===== config.mk =====
export PLATFORM = sky130hd
export DESIGN_NAME = crc_frame_scheduler
export DESIGN_NICKNAME = d
export VERILOG_FILES = /design/src/rtl/crc_frame_scheduler.sv
export SDC_FILE = /design/constraint.sdc
export NUM_CORES = 2
export LEC_CHECK = 0
export CAP_MARGIN = 25
export CORE_MARGIN = 8
export CORE_UTILIZATION = 60
export DETAILED_ROUTE_END_ITERATION = 8
export MAX_ROUTING_LAYER = met4
export PLACE_DENSITY = 0.74
export SYNTH_ARGS = -nofsm -noshare
export SYNTH_HDL_FRONTEND = slang
export SYNTH_SLANG_ARGS = --single-unit

===== constraint.sdc =====
create_clock -name clk -period 15.6 [get_ports clk]
set_clock_uncertainty 0.2 [all_clocks]
set_input_delay 3.12 -clock clk [delete_from_list [all_inputs] [get_ports clk]]
set_output_delay 3.12 -clock clk [all_outputs]
set_load 0.03 [all_outputs]

===== src/rtl/crc_frame_scheduler.sv =====
`default_nettype none
// ============================================================================
// Module   : crc_frame_scheduler
// Brief    : Round-robin scheduler that shares one CRC generator between
//            NUM_SRC RS-coded byte streams. It captures one frame of exactly
//            RS_CNT bytes (padding short frames, truncating long ones), bursts
//            it gap-free to the CRC generator, then waits for the CRC output
//            frame to finish (or time out) before serving the next source.
// Revision : 1.0 - initial release
// ============================================================================
module crc_frame_scheduler #(
  parameter int NUM_SRC      = 4,
  parameter int RS_CNT       = 236,
  parameter int DONE_TIMEOUT = 4096
) (
  input  logic                       clk,
  input  logic                       reset,
  input  logic [NUM_SRC-1:0]         s_axis_tvalid,
  output logic [NUM_SRC-1:0]         s_axis_tready,
  input  logic [8*NUM_SRC-1:0]       s_axis_tdata,
  input  logic [NUM_SRC-1:0]         s_axis_tlast,
  output logic                       m_axis_tvalid,
  input  logic                       m_axis_tready,
  output logic [7:0]                 m_axis_tdata,
  output logic                       m_axis_tlast,
  input  logic                       crc_out_tvalid,
  input  logic                       crc_out_tready,
  input  logic                       crc_out_tlast,
  output logic [$clog2(NUM_SRC)-1:0] grant_id,
  output logic                       busy,
  output logic [31:0]                frame_cnt,
  output logic                       len_err,
  output logic                       timeout_err
);

  localparam int c_gw = $clog2(NUM_SRC);
  localparam int c_iw = $clog2(RS_CNT + 1);
  localparam int c_tw = ($clog2(DONE_TIMEOUT) < 1) ? 1 : $clog2(DONE_TIMEOUT);

  localparam logic [c_iw-1:0] c_last_idx = c_iw'(RS_CNT - 1);
  localparam logic [c_iw-1:0] c_full_idx = c_iw'(RS_CNT);
  localparam logic [c_tw-1:0] c_to_last  = c_tw'(DONE_TIMEOUT - 1);
  localparam logic [c_gw-1:0] c_src_last = c_gw'(NUM_SRC - 1);

  typedef enum logic [2:0] {
    ST_IDLE      = 3'd0,
    ST_LOAD      = 3'd1,
    ST_PAD       = 3'd2,
    ST_DRAIN     = 3'd3,
    ST_BURST     = 3'd4,
    ST_WAIT_DONE = 3'd5
  } state_t;

  state_t            r_state;
  state_t            w_state_next;

  logic [c_gw-1:0]   r_rr;
  logic [c_gw-1:0]   r_grant;
  logic [c_iw-1:0]   r_wr_idx;
  logic [c_iw-1:0]   r_rd_idx;
  logic [c_tw-1:0]   r_to_cnt;
  logic [7:0]        r_buf [RS_CNT];
  logic              r_m_tvalid;
  logic [7:0]        r_m_tdata;
  logic              r_m_tlast;
  logic [31:0]       r_frame_cnt;
  logic              r_len_err;
  logic              r_timeout_err;

  logic              w_req_any;
  logic [c_gw-1:0]   w_pick;
  logic [c_gw-1:0]   w_cand;
  logic              w_tready_en;
  logic              w_src_valid;
  logic              w_src_last;
  logic [7:0]        w_src_byte;
  logic              w_src_hs;
  logic              w_m_hs;
  logic              w_crc_done;
  logic              w_buf_we;
  logic [7:0]        w_buf_wdata;
  logic              w_len_err;
  logic              w_timeout;
  logic              w_frame_done;

  // Granted-source view and handshake qualifiers
  assign w_tready_en = (r_state == ST_LOAD) || (r_state == ST_DRAIN);
  assign w_src_valid = s_axis_tvalid[r_grant];
  assign w_src_last  = s_axis_tlast[r_grant];
  assign w_src_byte  = s_axis_tdata[{r_grant, 3'b000} +: 8];
  assign w_src_hs    = w_tready_en & w_src_valid;
  assign w_m_hs      = r_m_tvalid & m_axis_tready;
  assign w_crc_done  = crc_out_tvalid & crc_out_tready & crc_out_tlast;

  // Buffer is filled by accepted source bytes in LOAD and by zeros in PAD
  assign w_buf_we    = ((r_state == ST_LOAD) && w_src_hs) || (r_state == ST_PAD);
  assign w_buf_wdata = (r_state == ST_PAD) ? 8'h00 : w_src_byte;

  assign s_axis_tready = w_tready_en ? ({{(NUM_SRC-1){1'b0}}, 1'b1} << r_grant) : '0;
  assign m_axis_tvalid = r_m_tvalid;
  assign m_axis_tdata  = r_m_tdata;
  assign m_axis_tlast  = r_m_tlast;
  assign grant_id      = r_grant;
  assign busy          = (r_state != ST_IDLE);
  assign frame_cnt     = r_frame_cnt;
  assign len_err       = r_len_err;
  assign timeout_err   = r_timeout_err;

  // Round-robin pick: scan offsets from highest to lowest so the requester
  // closest to the pointer is the last (winning) assignment
  always_comb begin
    w_req_any = 1'b0;
    w_pick    = '0;
    w_cand    = '0;
    for (int k = NUM_SRC - 1; k >= 0; k--) begin
      w_cand = c_gw'((int'(r_rr) + k) % NUM_SRC);
      if (s_axis_tvalid[w_cand]) begin
        w_req_any = 1'b1;
        w_pick    = w_cand;
      end
    end
  end

  // Next-state decode plus the single-cycle event strobes
  always_comb begin
    w_state_next = r_state;
    w_len_err    = 1'b0;
    w_timeout    = 1'b0;
    w_frame_done = 1'b0;
    case (r_state)
      ST_IDLE: begin
        if (w_req_any) w_state_next = ST_LOAD;
      end
      ST_LOAD: begin
        if (w_src_hs) begin
          if (w_src_last) begin
            if (r_wr_idx == c_last_idx) begin
              w_state_next = ST_BURST;
            end else begin
              w_len_err    = 1'b1;
              w_state_next = ST_PAD;
            end
          end else if (r_wr_idx == c_last_idx) begin
            w_len_err    = 1'b1;
            w_state_next = ST_DRAIN;
          end
        end
      end
      ST_PAD: begin
        if (r_wr_idx == c_last_idx) w_state_next = ST_BURST;
      end
      ST_DRAIN: begin
        if (w_src_hs && w_src_last) w_state_next = ST_BURST;
      end
      ST_BURST: begin
        if (w_m_hs && r_m_tlast) w_state_next = ST_WAIT_DONE;
      end
      ST_WAIT_DONE: begin
        if (w_crc_done) begin
          w_frame_done = 1'b1;
          w_state_next = ST_IDLE;
        end else if (r_to_cnt == c_to_last) begin
          w_timeout    = 1'b1;
          w_state_next = ST_IDLE;
        end
      end
      default: w_state_next = ST_IDLE;
    endcase
  end

  // State register
  always_ff @(posedge clk) begin
    if (reset) r_state <= ST_IDLE;
    else       r_state <= w_state_next;
  end

  // Grant/pointer bookkeeping, frame counter and error pulses
  always_ff @(posedge clk) begin
    if (reset) begin
      r_rr          <= '0;
      r_grant       <= '0;
      r_frame_cnt   <= '0;
      r_len_err     <= 1'b0;
      r_timeout_err <= 1'b0;
    end else begin
      r_len_err     <= w_len_err;
      r_timeout_err <= w_timeout;
      if (w_frame_done) r_frame_cnt <= r_frame_cnt + 32'd1;
      if ((r_state == ST_IDLE) && w_req_any) begin
        r_grant <= w_pick;
        r_rr    <= (w_pick == c_src_last) ? '0 : w_pick + 1'b1;
      end
    end
  end

  // Frame buffer write port; contents need no reset
  always_ff @(posedge clk) begin
    if (w_buf_we) r_buf[r_wr_idx] <= w_buf_wdata;
  end

  // Write index (zeroed while idle so every LOAD starts at 0) and timeout counter
  always_ff @(posedge clk) begin
    if (reset) begin
      r_wr_idx <= '0;
      r_to_cnt <= '0;
    end else begin
      if (r_state == ST_IDLE) r_wr_idx <= '0;
      else if (w_buf_we)      r_wr_idx <= r_wr_idx + 1'b1;
      r_to_cnt <= (r_state == ST_WAIT_DONE) ? r_to_cnt + 1'b1 : '0;
    end
  end

  // Output register: refill on every accepted byte so the burst has no bubbles
  always_ff @(posedge clk) begin
    if (reset) begin
      r_rd_idx   <= '0;
      r_m_tvalid <= 1'b0;
      r_m_tdata  <= 8'h00;
      r_m_tlast  <= 1'b0;
    end else if (r_state != ST_BURST) begin
      r_rd_idx   <= '0;
      r_m_tvalid <= 1'b0;
      r_m_tlast  <= 1'b0;
    end else if (!r_m_tvalid || m_axis_tready) begin
      if (r_m_tvalid && r_m_tlast) begin
        r_m_tvalid <= 1'b0;
        r_m_tlast  <= 1'b0;
      end else if (r_rd_idx != c_full_idx) begin
        r_m_tdata  <= r_buf[r_rd_idx];
        r_m_tvalid <= 1'b1;
        r_m_tlast  <= (r_rd_idx == c_last_idx);
        r_rd_idx   <= r_rd_idx + 1'b1;
      end
    end
  end

endmodule
`default_nettype wire


==> metrics.cfg <==
[run_status]
status=complete, no violations

[timing]
clock.fmax_mhz=156
rsz0062_at_grt=false
fin_crit_ps=6410
finalSetupViolCount=0
setup_tns_ps=0
slew_headroom_pct=27.3
slew_violations=0
hold_viol_final=0
tightestPinTransition_ps=1090
finalCritPeriodShare_pct=41.1

[cts]
worstSkewPairLatency_ps=820
cts_hold_buf=0
clock-sinks=1967
htree_num_levels=4
tritoncts=built
cts-root-buf=clkbuf_16
cts_buffer_depth=3
cts_resized=0
post_cts_buffers=0
clk_pin_slew_ps=60
cts_buffers=189

[route]
avgRoutedWirePerCell_um=32.5
vias=40300
dr.pass1.iters=8
postRouteWirelength_mm=194
first_iter_violations=5797
drc=0
avgViaCountPerCell=6.77
postRouteAntennaNets=0

[finish]
syn2layout_area_growth_pct=11.4
final_common_cell=edfxtp_1
drive_gt1_share_pct=19.8
layout.cells.non_filler=5957
final_cell_mix=1888 x edfxtp_1, 414 x mux4_2, 363 x nor2_1, 233 x mux2i_1, 191 x clkbuf_16
final_nets=4110

[global_route]
grt_use_total_pct=27.9
grt_pass1_vias=39300
antenna_found_initial=1
gr-total-overflow=0
grt_max_degree=171
grt_pass1_wl_mm=279

[yosys]
synth_edf_count=1888
synthMuxAreaShare_pct=15.4
postSynth.asyncResetShare_pct=0
ys_warn_count=0
synthAdderAreaFrac_pct=0.161
synth_cells=3927
synthesis.area_sq_mm=0.0777
synth_top_family_by_area=multiplexers
synth_compound_area_share_pct=3.14
synth_xor_area_share_pct=0.552
avgSynthCellArea_sq_um=19.8
ys_seq_area_share_pct=75.0
syn_nets=3983
yosys.area_share.simple_pct=3.59
yosys_most_used_dff=edfxtp_1
synthDistinctLibCells=71
ys_ff_latch=1967

[critical_path]
worstPathArrival_ps=6640
cp_num_cells=7
cp_cell_sequence=clkdlybuf4s50_1 -> mux4_2 -> a21oi_1 -> nor4_1 -> nand2_1 -> buf_4 -> nor2_1
path_buf_inv=2
crit_family=simple AND/OR/NAND/NOR gates
cp-end-kind=flop
critical_path_class=in -> reg
slowest_delay_ps=680
crit_slowest_cell=nand2_1
r2r_cells=9
critPathRequiredTime_ps=15830
crit_path_max_fanout=11
critPathLaunchType=input pin

[floorplan]
die_h_um=376
coreArea_sq_mm=0.129
rows=132
design.die.area_sq_mm=0.141
initial_core_util_pct=60.2
fp.dieW_um=376
ios=97

[pwr]
swShare_pct=25.3
power_frac_seq_pct=51.4
clockPowerShare_pct=36.5
combinationalPowerShare_pct=12.1
p_leak_nw=25.8
switchingPower_mw=3.28
p_per_area_mw_per_mm2=150
irDropWorstVdd_mv=0.163
intPower_mw=9.67

[worst_hold_path]
hp-class=reg -> reg
min_delay_path_depth=1

[placed_design]
hpwl_mm=112
dp_cells=5602
gp_congestion=0.924
portBuffers=96

[job]
drv_cap=0

## through the flow
step	hold slack (ps)	area, sq um	power (mW)	setup WS (ps)	util, %
after detailed placement	258	80100	8.33	8420	62.1
after global placement	243	80000	8.30	8540	62.0
final	263	86600	12.9	9190	67.1
after global routing	293	86500	13.3	9070	67.1
after floorplan	230	77700	7.75	4910	-
after CTS	272	86500	13.0	9300	67.1
## power by group through the flow
stage / logic [mW] / registers, mW / clock network, mW
floorplan: 0.768 / 6.99 / 0
global route: 1.65 / 6.66 / 4.94
CTS: 1.56 / 6.65 / 4.76
detailed placement: 1.56 / 6.77 / 0
global placement: 1.53 / 6.76 / 0
finish: 1.57 / 6.66 / 4.72
## cell type report
| class | instances | area, sq um |
|---|---|---|
| timing repair buffer | 177 | 1730 |
| antenna | 3 | 7.51 |
| tap | 1742 | 2180 |
| fill | 8038 | 42400 |
| sequential | 1967 | 58300 |
| clock buffer | 220 | 4890 |
| clock inverter | 129 | 1530 |
| inverter | 14 | 52.6 |
| multi-input combinational | 1705 | 17900 |
## registers in the layout (all words and copies together) (netlist names)
signal         flops
r_rd_idx           8
len_err            1
r_state            3
r_rr               2
r_buf           1888
r_wr_idx           8
r_to_cnt          12
m_axis_tdata       8
timeout_err        1
m_axis_tlast       1
frame_cnt         32
grant_id           2
m_axis_tvalid      1
## layer usage
metal	part of all wire, %	global-route usage (%)
met5	0	-
met1	38	39.0
met4	4.5	11.4
met3	12	6.32
met2	46	40.5
## worst reg2reg max path: cells and delay by family (launching register included)
kind	cells	cell delay, ps
mux	1	650
buf+inv	3	2310
simple gates	1	190
compound gates	4	1660
flops	1	850
## final timing paths
check	startpoint	to	slack, ps
min reg2reg	r_to_cnt[0]	r_to_cnt[0]	260
max reg2reg	r_rd_idx[0]	m_axis_tdata[1]	9560
min	r_to_cnt[0]	r_to_cnt[0]	260
max	s_axis_tvalid[1]	r_buf[227][1]	9190
## logic make-up (layout without fill, tap and decap cells)
family / count (synthesis) / in the layout
DFF: 1967 / 1967
and+or+nand+nor: 628 / 628
AOI/OAI and AO/OA: 349 / 349
adders and majority gates: 10 / 10
buffers and inverters: 255 / 540
xor gates and xnor gates: 49 / 49
muxes: 669 / 669
other: 0 / 3
## synth_stat cells, drive strengths merged, types with 3 or more instances
cell type | count | area share, %
a22o | 7 | 0.079
mux4 | 420 | 12
ha | 10 | 0.16
nor4 | 11 | 0.11
mux2i | 233 | 3.0
o21ai | 65 | 0.42
nand3b | 6 | 0.074
a2111oi | 9 | 0.14
and4 | 5 | 0.056
a211oi | 20 | 0.19
nor3 | 10 | 0.064
a211o | 16 | 0.18
a22oi | 11 | 0.11
and3 | 13 | 0.10
nand2 | 101 | 0.49
or3 | 11 | 0.089
inv | 13 | 0.063
nand2b | 8 | 0.064
o21a | 3 | 0.029
mux2 | 16 | 0.23
a21oi | 65 | 0.42
nand3 | 26 | 0.17
dfxtp | 79 | 2.0
o22ai | 52 | 0.42
edfxtp | 1888 | 73
a221oi | 41 | 0.49
xor2 | 31 | 0.35
buf | 148 | 1.6
and2 | 12 | 0.097
o211ai | 8 | 0.084
nor2 | 365 | 1.8
clkbuf | 93 | 0.45
nand4 | 17 | 0.14
a31oi | 3 | 0.024
xnor2 | 18 | 0.20
o221ai | 32 | 0.36
nor2b | 32 | 0.26
a21boi | 4 | 0.039
No activity file was read; power rests on OpenSTA's default activity.
